### src/rtl/row_accumulate_sequencer.sv
// Row dot-product control: paces chunk issue to the adder tree so each tree result
// meets the feedback accumulator just as the previous accumulation completes.
module row_accumulate_sequencer #(
    parameter int NI       = 8,
    parameter int CHUNK_W  = 8,
    parameter int TREE_LAT = 9,
    parameter int ACC_LAT  = 3
) (
    input  logic               clk,
    input  logic               rst_n,
    input  logic               start,
    input  logic [CHUNK_W-1:0] num_chunks,
    output logic               busy,
    output logic               chunk_ready,
    input  logic               chunk_valid,
    output logic               tree_go,
    output logic               acc_go,
    output logic               acc_clear,
    output logic [CHUNK_W-1:0] chunk_idx,
    output logic               row_done,
    output logic               row_empty
);

    localparam int DRAIN_CYC = TREE_LAT + ACC_LAT - 1;
    // NI sizes nothing in this block; a non-positive NI only widens the counter harmlessly.
    localparam int CNT_W = $clog2(DRAIN_CYC + 1) + ((NI > 0) ? 0 : 1);

    localparam logic [1:0] S_IDLE  = 2'd0;
    localparam logic [1:0] S_ISSUE = 2'd1;
    localparam logic [1:0] S_DRAIN = 2'd2;
    localparam logic [1:0] S_DONE  = 2'd3;

    logic [1:0]          state_q, state_d;
    logic [CHUNK_W-1:0]  num_q, num_d;
    logic [CHUNK_W-1:0]  idx_q, idx_d;
    logic [CNT_W-1:0]    gap_q, gap_d;
    logic                first_q, first_d;
    logic                empty_q, empty_d;
    logic [TREE_LAT-1:0] pv_q, pv_d;
    logic [TREE_LAT-1:0] pf_q, pf_d;
    logic                transfer;

    assign chunk_ready = (state_q == S_ISSUE) && (gap_q == '0);
    assign transfer    = chunk_ready & chunk_valid;
    assign tree_go     = transfer;
    assign busy        = (state_q != S_IDLE);
    assign acc_go      = pv_q[TREE_LAT-1];
    assign acc_clear   = pf_q[TREE_LAT-1];
    assign chunk_idx   = idx_q;
    assign row_done    = (state_q == S_DONE);
    assign row_empty   = row_done & empty_q;

    always_comb begin
        state_d = state_q;
        num_d   = num_q;
        idx_d   = idx_q;
        gap_d   = gap_q;
        first_d = first_q;
        empty_d = empty_q;
        pv_d    = (pv_q << 1) | TREE_LAT'(transfer);
        pf_d    = (pf_q << 1) | TREE_LAT'(transfer & first_q);

        case (state_q)
            S_IDLE: begin
                if (start) begin
                    num_d   = num_chunks;
                    idx_d   = '0;
                    gap_d   = '0;
                    first_d = 1'b1;
                    empty_d = (num_chunks == '0);
                    state_d = (num_chunks == '0) ? S_DONE : S_ISSUE;
                end
            end
            S_ISSUE: begin
                if (transfer) begin
                    idx_d   = idx_q + 1'b1;
                    first_d = 1'b0;
                    // Final acc_go lands TREE_LAT after this transfer; one countdown
                    // covers that wait plus the ACC_LAT feedback settle.
                    if (idx_d == num_q) begin
                        state_d = S_DRAIN;
                        gap_d   = CNT_W'(DRAIN_CYC);
                    end else begin
                        gap_d = CNT_W'(ACC_LAT - 1);
                    end
                end else if (gap_q != '0) begin
                    gap_d = gap_q - 1'b1;
                end
            end
            S_DRAIN: begin
                if (gap_q <= CNT_W'(1)) begin
                    gap_d   = '0;
                    state_d = S_DONE;
                end else begin
                    gap_d = gap_q - 1'b1;
                end
            end
            S_DONE: begin
                state_d = S_IDLE;
            end
            default: begin
                state_d = S_IDLE;
            end
        endcase
    end

    always_ff @(posedge clk or negedge rst_n) begin
        if (!rst_n) begin
            state_q <= S_IDLE;
            num_q   <= '0;
            idx_q   <= '0;
            gap_q   <= '0;
            first_q <= 1'b0;
            empty_q <= 1'b0;
            pv_q    <= '0;
            pf_q    <= '0;
        end else begin
            state_q <= state_d;
            num_q   <= num_d;
            idx_q   <= idx_d;
            gap_q   <= gap_d;
            first_q <= first_d;
            empty_q <= empty_d;
            pv_q    <= pv_d;
            pf_q    <= pf_d;
        end
    end

endmodule

### config.mk
export PLATFORM = sky130hd
export DESIGN_NAME = row_accumulate_sequencer
export DESIGN_NICKNAME = d
export VERILOG_FILES = /design/src/rtl/row_accumulate_sequencer.sv
export SDC_FILE = /design/constraint.sdc
export NUM_CORES = 1
export LEC_CHECK = 0
export ABC_AREA = 1
export BUFFER_PORTS_ARGS = -buffer_cell sky130_fd_sc_hd__buf_2
export CORE_MARGIN = 2
export CORE_UTILIZATION = 50
export DETAILED_ROUTE_END_ITERATION = 10
export PLACE_DENSITY = 0.71
export SETUP_SLACK_MARGIN = 0.3
export SLEW_MARGIN = 20
export SYNTH_ARGS = -nofsm -noshare
export SYNTH_HDL_FRONTEND = slang
export SYNTH_SLANG_ARGS = --single-unit
### constraint.sdc
create_clock -name clk -period 1.85 [get_ports clk]
set_input_delay 0.555 -clock clk [delete_from_list [all_inputs] [get_ports clk]]
set_output_delay 0.555 -clock clk [all_outputs]
set_load 0.1 [all_outputs]
==> flow_summary.json, run 1 <==
{
  "status": "finished with violations",
  "violations": "negative setup slack",
  "routed_via_density": 5.10,
  "grt_overflow_total": 0,
  "clk_latency_ns": 0.30,
  "path_clk_slew_ns": 0.09,
  "h-tree-depth": 2,
  "fin_nets": 311,
  "place_congestion": 0.861,
  "root_buffer": "clkbuf_8",
  "tightest_slew_ns": 0.556,
  "cp_max_fo": 3,
  "synth_edf_count": 0,
  "cellLeakagePower_uw": 0.00144,
  "crit_type": "flop to primary output",
  "grt_pass1_vias": 1645,
  "synth_area_leaders": "dfrtp_1, nand2_1, inv_1",
  "min_period_ns": 2.02,
  "setup_slack_ns": -0.173,
  "die_h_microns": 67.3,
  "holdWs_ns": 0.232,
  "slew_violations": 0,
  "antenna_cells": 0,
  "antenna_found_initial": 0,
  "finalHoldViolCount": 0,
  "arrival_ns": 1.47,
  "grt_max_degree": 23,
  "synth_top_family_by_area": "simple AND/OR/NAND/NOR gates",
  "layout.area.seq_sq_um": 1070,
  "avgSynthCellArea_sq_um": 8.52,
  "multi_input_area_sq_um": 1010,
  "drt-total-wl_microns": 4860,
  "slowest_delay_ns": 0.41,
  "worstPathCellList": "inv_2 > buf_4 > buf_6 > ha_4 > clkinvlp_4 > buf_12",
  "yosys.area.top_type": "dfrtp_1",
  "fp-row-count": 23,
  "syn-num-nets": 256,
  "die-area_sq_um": 4530,
  "critical-path-top-delay-family": "buffers and inverters",
  "grt_pass1_wl_microns": 7450,
  "cts.sinks": 42,
  "synth_ff_type": "dfrtp_1",
  "portBuffers": 26,
  "first_iter_violations": 137,
  "power_density_nw_per_um2": 1610,
  "wl_per_cell_microns": 14.2,
  "syn-cell-area_sq_um": 2000,
  "synth.mux.area_fraction_pct": 0,
  "areaGrowthSynthToFinish_pct": 46.2,
  "design_area_sq_um": 2930,
  "endpoint_kind": "primary output",
  "yosysSeqAreaShare_pct": 52.5,
  "synth_top_area_share_pct": 52.5,
  "synth_cell_types": 21,
  "crit_required_ns": 1.29,
  "ys_warn_count": 0,
  "grt.total_usage_pct": 22.4,
  "firstDrtPassIters": 4,
  "dp_slack_ns": 0.0781,
  "min_path_type": "input pin to async pin",
  "vias": 1738,
  "yosysMostFrequentCell": "nand2_1",
  "ys_ff_latch": 42,
  "synth_simple_gate_area_share_pct": 25.6,
  "path_buf_inv": 5,
  "start_util_pct": 51.2,
  "nFillCells": 293,
  "io_pins": 27,
  "critPathSlowestCell": "dfrtp_1",
  "cap_violations": 0,
  "finClkSkew_ns": 0.00629,
  "cts_tree": "built",
  "cp-start-kind": "flop",
  "slew_headroom_pct": 62.9,
  "rsz0062_at_grt": "yes",
  "drive_gt1_share_pct": 40.2,
  "synth_compound_area_share_pct": 6.68,
  "cts_made_buffers": 5,
  "ir_worst_vdd_uv": 1250,
  "hpwlAfterDp_microns": 3070,
  "ant_nets": 0,
  "max_freq_mhz": 494,
  "synth_common_cells": "nand2_1, dfrtp_1, inv_1",
  "synthAdderAreaFrac_pct": 5.62,
  "final_util_pct": 74.8,
  "core_area_sq_um": 3910,
  "hold_buffers": 0,
  "netlist_instances": 235,
  "fin_crit_sh_pct": 109,
  "async_reset_ff_share_pct": 100,
  "power_uw": 4730,
  "placed_area_sq_um": 2440,
  "drc_errors": 0,
  "synth-xor-area-share_pct": 1.75,
  "clockBufferDepth": 2,
  "dieWidth_microns": 67.3,
  "setup_violations": 4
}
[through the flow]
| step | TNS [ns] | cells |
|---|---|---|
| finish | -0.597 | 341 |
| global placement | 0 | 316 |
| floorplan | -0.383 | 235 |
| CTS | -0.551 | 333 |
| global route | -0.829 | 341 |
| detailed placement | 0 | 316 |
[cell families (layout without fill, tap and decap cells)]
group                      count (synthesis)  in the layout
xor gates and xnor gates                   4              4
AOI/OAI and AO/OA                         25             25
buffers and inverters                     42             98
and+or+nand+nor                          113            113
DFF                                       42             42
adders and majority gates                  9              9
[layout make-up]
cell class                      instances  share of cell area (%)
Sequential cell                        42                    36.4
Clock inverter                          3                   0.855
Multi-Input combinational cell        151                    34.6
Tap cell                               50                    2.14
Inverter                               41                    6.07
Clock buffer                            5                    2.35
Timing Repair Buffer                   49                    17.6
[layout by cell type, fill, tap and decap left out, drive strengths merged]
cell type / instances
nand2: 69
buf: 49
dfrtp: 42
inv: 39
nand3: 21
o21ai: 17
nor2: 15
ha: 9
clkbuf: 5
clkinvlp: 4
nand4: 4
a21oi: 4
o22ai: 4
xor2: 2
xnor2: 2
nand3b: 2
or2: 2
clkinv: 1
[worst register-to-register path, cell delays in order (launching register included)]
cell	delay, ns
dfrtp_4	0.52
ha_4	0.19
nand2_4	0.09
nor2_4	0.04
nand2_1	0.06
nand2_2	0.07
xor2_1	0.15
nor2_2	0.14
nand4_1	0.17
nand2_1	0.11
nand2_1	0.07
nand2_1	0.07
[sequential cells by signal, summed over array words and instances, names as in the netlist]
name and cells:
chunk_idx 8, empty_q 1, first_q 1, gap_q 4, num_q 8, pf_q 9
pv_q 9, state_q 2
[final timing paths]
| kind | slack [ns] | to | depth (start not counted) | startpoint |
|---|---|---|---|---|
| worst max-delay path | -0.17 | busy | 6 | state_q[1]$_DFFE_PN0P_ |
| worst min-delay path | 0.23 | chunk_idx[2]$_DFFE_PN0P_ | 1 | rst_n |
| worst max register to register | 0.12 | gap_q[0]$_DFFE_PN0P_ | 11 | chunk_idx[1]$_DFFE_PN0P_ |
| worst min register to register | 0.35 | pv_q[4]$_DFF_PN0_ | 0 | pv_q[3]$_DFF_PN0_ |
| max in group asynchronous | 1.09 | chunk_idx[4]$_DFFE_PN0P_ | 2 | rst_n |
| min in group clk | 0.35 | pv_q[4]$_DFF_PN0_ | 0 | pv_q[3]$_DFF_PN0_ |
[routing by layer]
layer	share of wire, %	GRT usage [%]
met1	43	28.4
met2	50	35.0
met3	5.1	7.00
met4	1.9	10.7
met5	0	0
[report_power, final]
| part | switching, uW | internal [uW] | total [uW] |
|---|---|---|---|
| registers | 180 | 1170 | 1350 |
| logic | 1660 | 1090 | 2760 |
| clock network | 339 | 272 | 611 |
[repair_timing]
item | CTS | global route
endpoints found under the setup margin | 31 | 36
pin swaps | 8 | 11
gates resized for setup | 35 | 36
cloned | 0 | 1
setup buffers | 9 | 7
No activity file was read; power rests on OpenSTA's default activity.
==> run 2, diff against run 1 <==
--- a/config.mk
+++ b/config.mk
@@ -8,9 +8,8 @@
 export ABC_AREA = 1
 export BUFFER_PORTS_ARGS = -buffer_cell sky130_fd_sc_hd__buf_2
 export CORE_MARGIN = 2
-export CORE_UTILIZATION = 50
+export CORE_UTILIZATION = 30
 export DETAILED_ROUTE_END_ITERATION = 10
-export PLACE_DENSITY = 0.71
 export SETUP_SLACK_MARGIN = 0.3
 export SLEW_MARGIN = 20
 export SYNTH_ARGS = -nofsm -noshare
==> flow_summary.json, run 2 (same netlist as run 1, synthesis figures left out) <==
{
  "setup_violations": 5,
  "min_period_ns": 1.97,
  "cts_made_buffers": 5,
  "vias": 1647,
  "clk_latency_ns": 0.29,
  "fp-row-count": 29,
  "finClkSkew_ns": 0.00688,
  "cts.sinks": 42,
  "power_density_nw_per_um2": 1540,
  "drt-total-wl_microns": 4310,
  "drc_errors": 0,
  "grt_max_degree": 19,
  "slew_headroom_pct": 78.5,
  "cellLeakagePower_uw": 0.00141,
  "hpwlAfterDp_microns": 3140,
  "violations": "negative setup slack",
  "grt_pass1_wl_microns": 7250,
  "cp-start-kind": "flop",
  "drive_gt1_share_pct": 38.6,
  "ant_nets": 0,
  "firstDrtPassIters": 4,
  "hold_buffers": 0,
  "power_uw": 4460,
  "setup_slack_ns": -0.118,
  "wl_per_cell_microns": 11.8,
  "crit_type": "flop to primary output",
  "clockBufferDepth": 2,
  "io_pins": 27,
  "max_freq_mhz": 508,
  "routed_via_density": 4.49,
  "ir_worst_vdd_uv": 1320,
  "portBuffers": 26,
  "grt_pass1_vias": 1548,
  "cp_max_fo": 2,
  "rrSetupSlack_ns": 0.06,
  "areaGrowthSynthToFinish_pct": 44.2,
  "place_congestion": 0.834,
  "final_common_cell": "nand2_1",
  "root_buffer": "clkbuf_8",
  "finalSetupTns_ns": -0.415,
  "die_h_microns": 85.7,
  "dieWidth_microns": 85.7,
  "grt_overflow_total": 0,
  "start_util_pct": 31.4,
  "rsz0062_at_grt": "yes",
  "status": "finished with violations",
  "finalHoldViolCount": 0,
  "antenna_cells": 0,
  "tightest_slew_ns": 0.323,
  "endpoint_kind": "primary output",
  "cts_tree": "built",
  "fin_nets": 310,
  "dp_slack_ns": 0.0198,
  "design_area_sq_um": 2890,
  "layout.cells.most_common_list": "nand2_1, dfrtp_1, inv_1, buf_4",
  "h-tree-depth": 2,
  "core_area_sq_um": 6390,
  "arrival_ns": 1.41,
  "antenna_found_initial": 0,
  "fin_crit_sh_pct": 106,
  "largestRegisters": "pf_q (9), pv_q (9)",
  "placed_area_sq_um": 2470,
  "slew_violations": 0,
  "min_path_type": "input pin to async pin",
  "grt.total_usage_pct": 12.6,
  "first_iter_violations": 59,
  "die-area_sq_um": 7350,
  "path_clk_slew_ns": 0.09,
  "crit_required_ns": 1.29,
  "cap_violations": 0
}
==> run 2: cell types whose count changed in the layout (fill, tap and decap cells not counted), moves of 3 or more <==
cell	delta
nand3_1	-3
nand2_4	-4
nor2_1	+3
buf_4	+3
nor2_2	-3
nand3_2	+4
o22ai_1	+3
o22ai_2	-3
nand2_2	+3
==> run 2: worst paths after layout <==
| kind | start | to | depth (start not counted) |
|---|---|---|---|
| max in group asynchronous | rst_n | pf_q[0]$_DFF_PN0_ | 2 |
| max | gap_q[0]$_DFFE_PN0P_ | tree_go | 7 |
| min reg2reg | pv_q[1]$_DFF_PN0_ | pv_q[2]$_DFF_PN0_ | 0 |
| max reg2reg | gap_q[0]$_DFFE_PN0P_ | gap_q[1]$_DFFE_PN0P_ | 11 |
| min in group clk | pv_q[1]$_DFF_PN0_ | pv_q[2]$_DFF_PN0_ | 0 |
| min | rst_n | chunk_idx[3]$_DFFE_PN0P_ | 1 |
==> run 2: where the power goes <==
| part | switching, uW | internal, uW |
|---|---|---|
| combinational | 1540 | 974 |
| clock | 339 | 272 |
| sequential | 161 | 1180 |
| total | 2040 | 2420 |
==> run 2: timing repair <==
item                       in CTS  in global routing
setup endpoints to repair      30                 33
pin swaps                      10                  6
cloned                          0                  0
resized for setup              42                 14
buffers inserted               11                  4
==> run 2: stage by stage <==
stage	util (%)	std cells	hold WS, ns
6_report	45.2	367	0.140
5_1_grt	45.2	367	0.156
2_1_floorplan	-	235	0.259
3_5_place_dp	38.7	344	0.336
3_3_place_gp	38.7	344	0.334
4_1_cts	43.9	363	0.139
==> run 2: per-layer routing <==
layer  share of wire, %  track usage [%]  up-vias
met1                 46             17.0      759
met5                  0                0        -
met4                1.7             4.76        0
met3                4.8             3.18        7
li1                   -                -      849
met2                 47             19.6       32
==> run 2: critical path, cell delays in order (launching register included) <==
cell and delay (ns):
dfrtp_1 0.40, inv_2 0.09, ha_4 0.14, nand3_4 0.12, inv_12 0.08, nand2_8 0.04
clkinvlp_4 0.08, buf_12 0.17
==> run 2: layout make-up <==
class                      count  area (sq um)
sequential                    42          1070
clock buffer                   5          68.8
clock inverter                 3          25.0
inverter                      41           178
fill                         616          3500
tap                           77          96.3
timing repair buffer          48           472
multi-input combinational    151           981
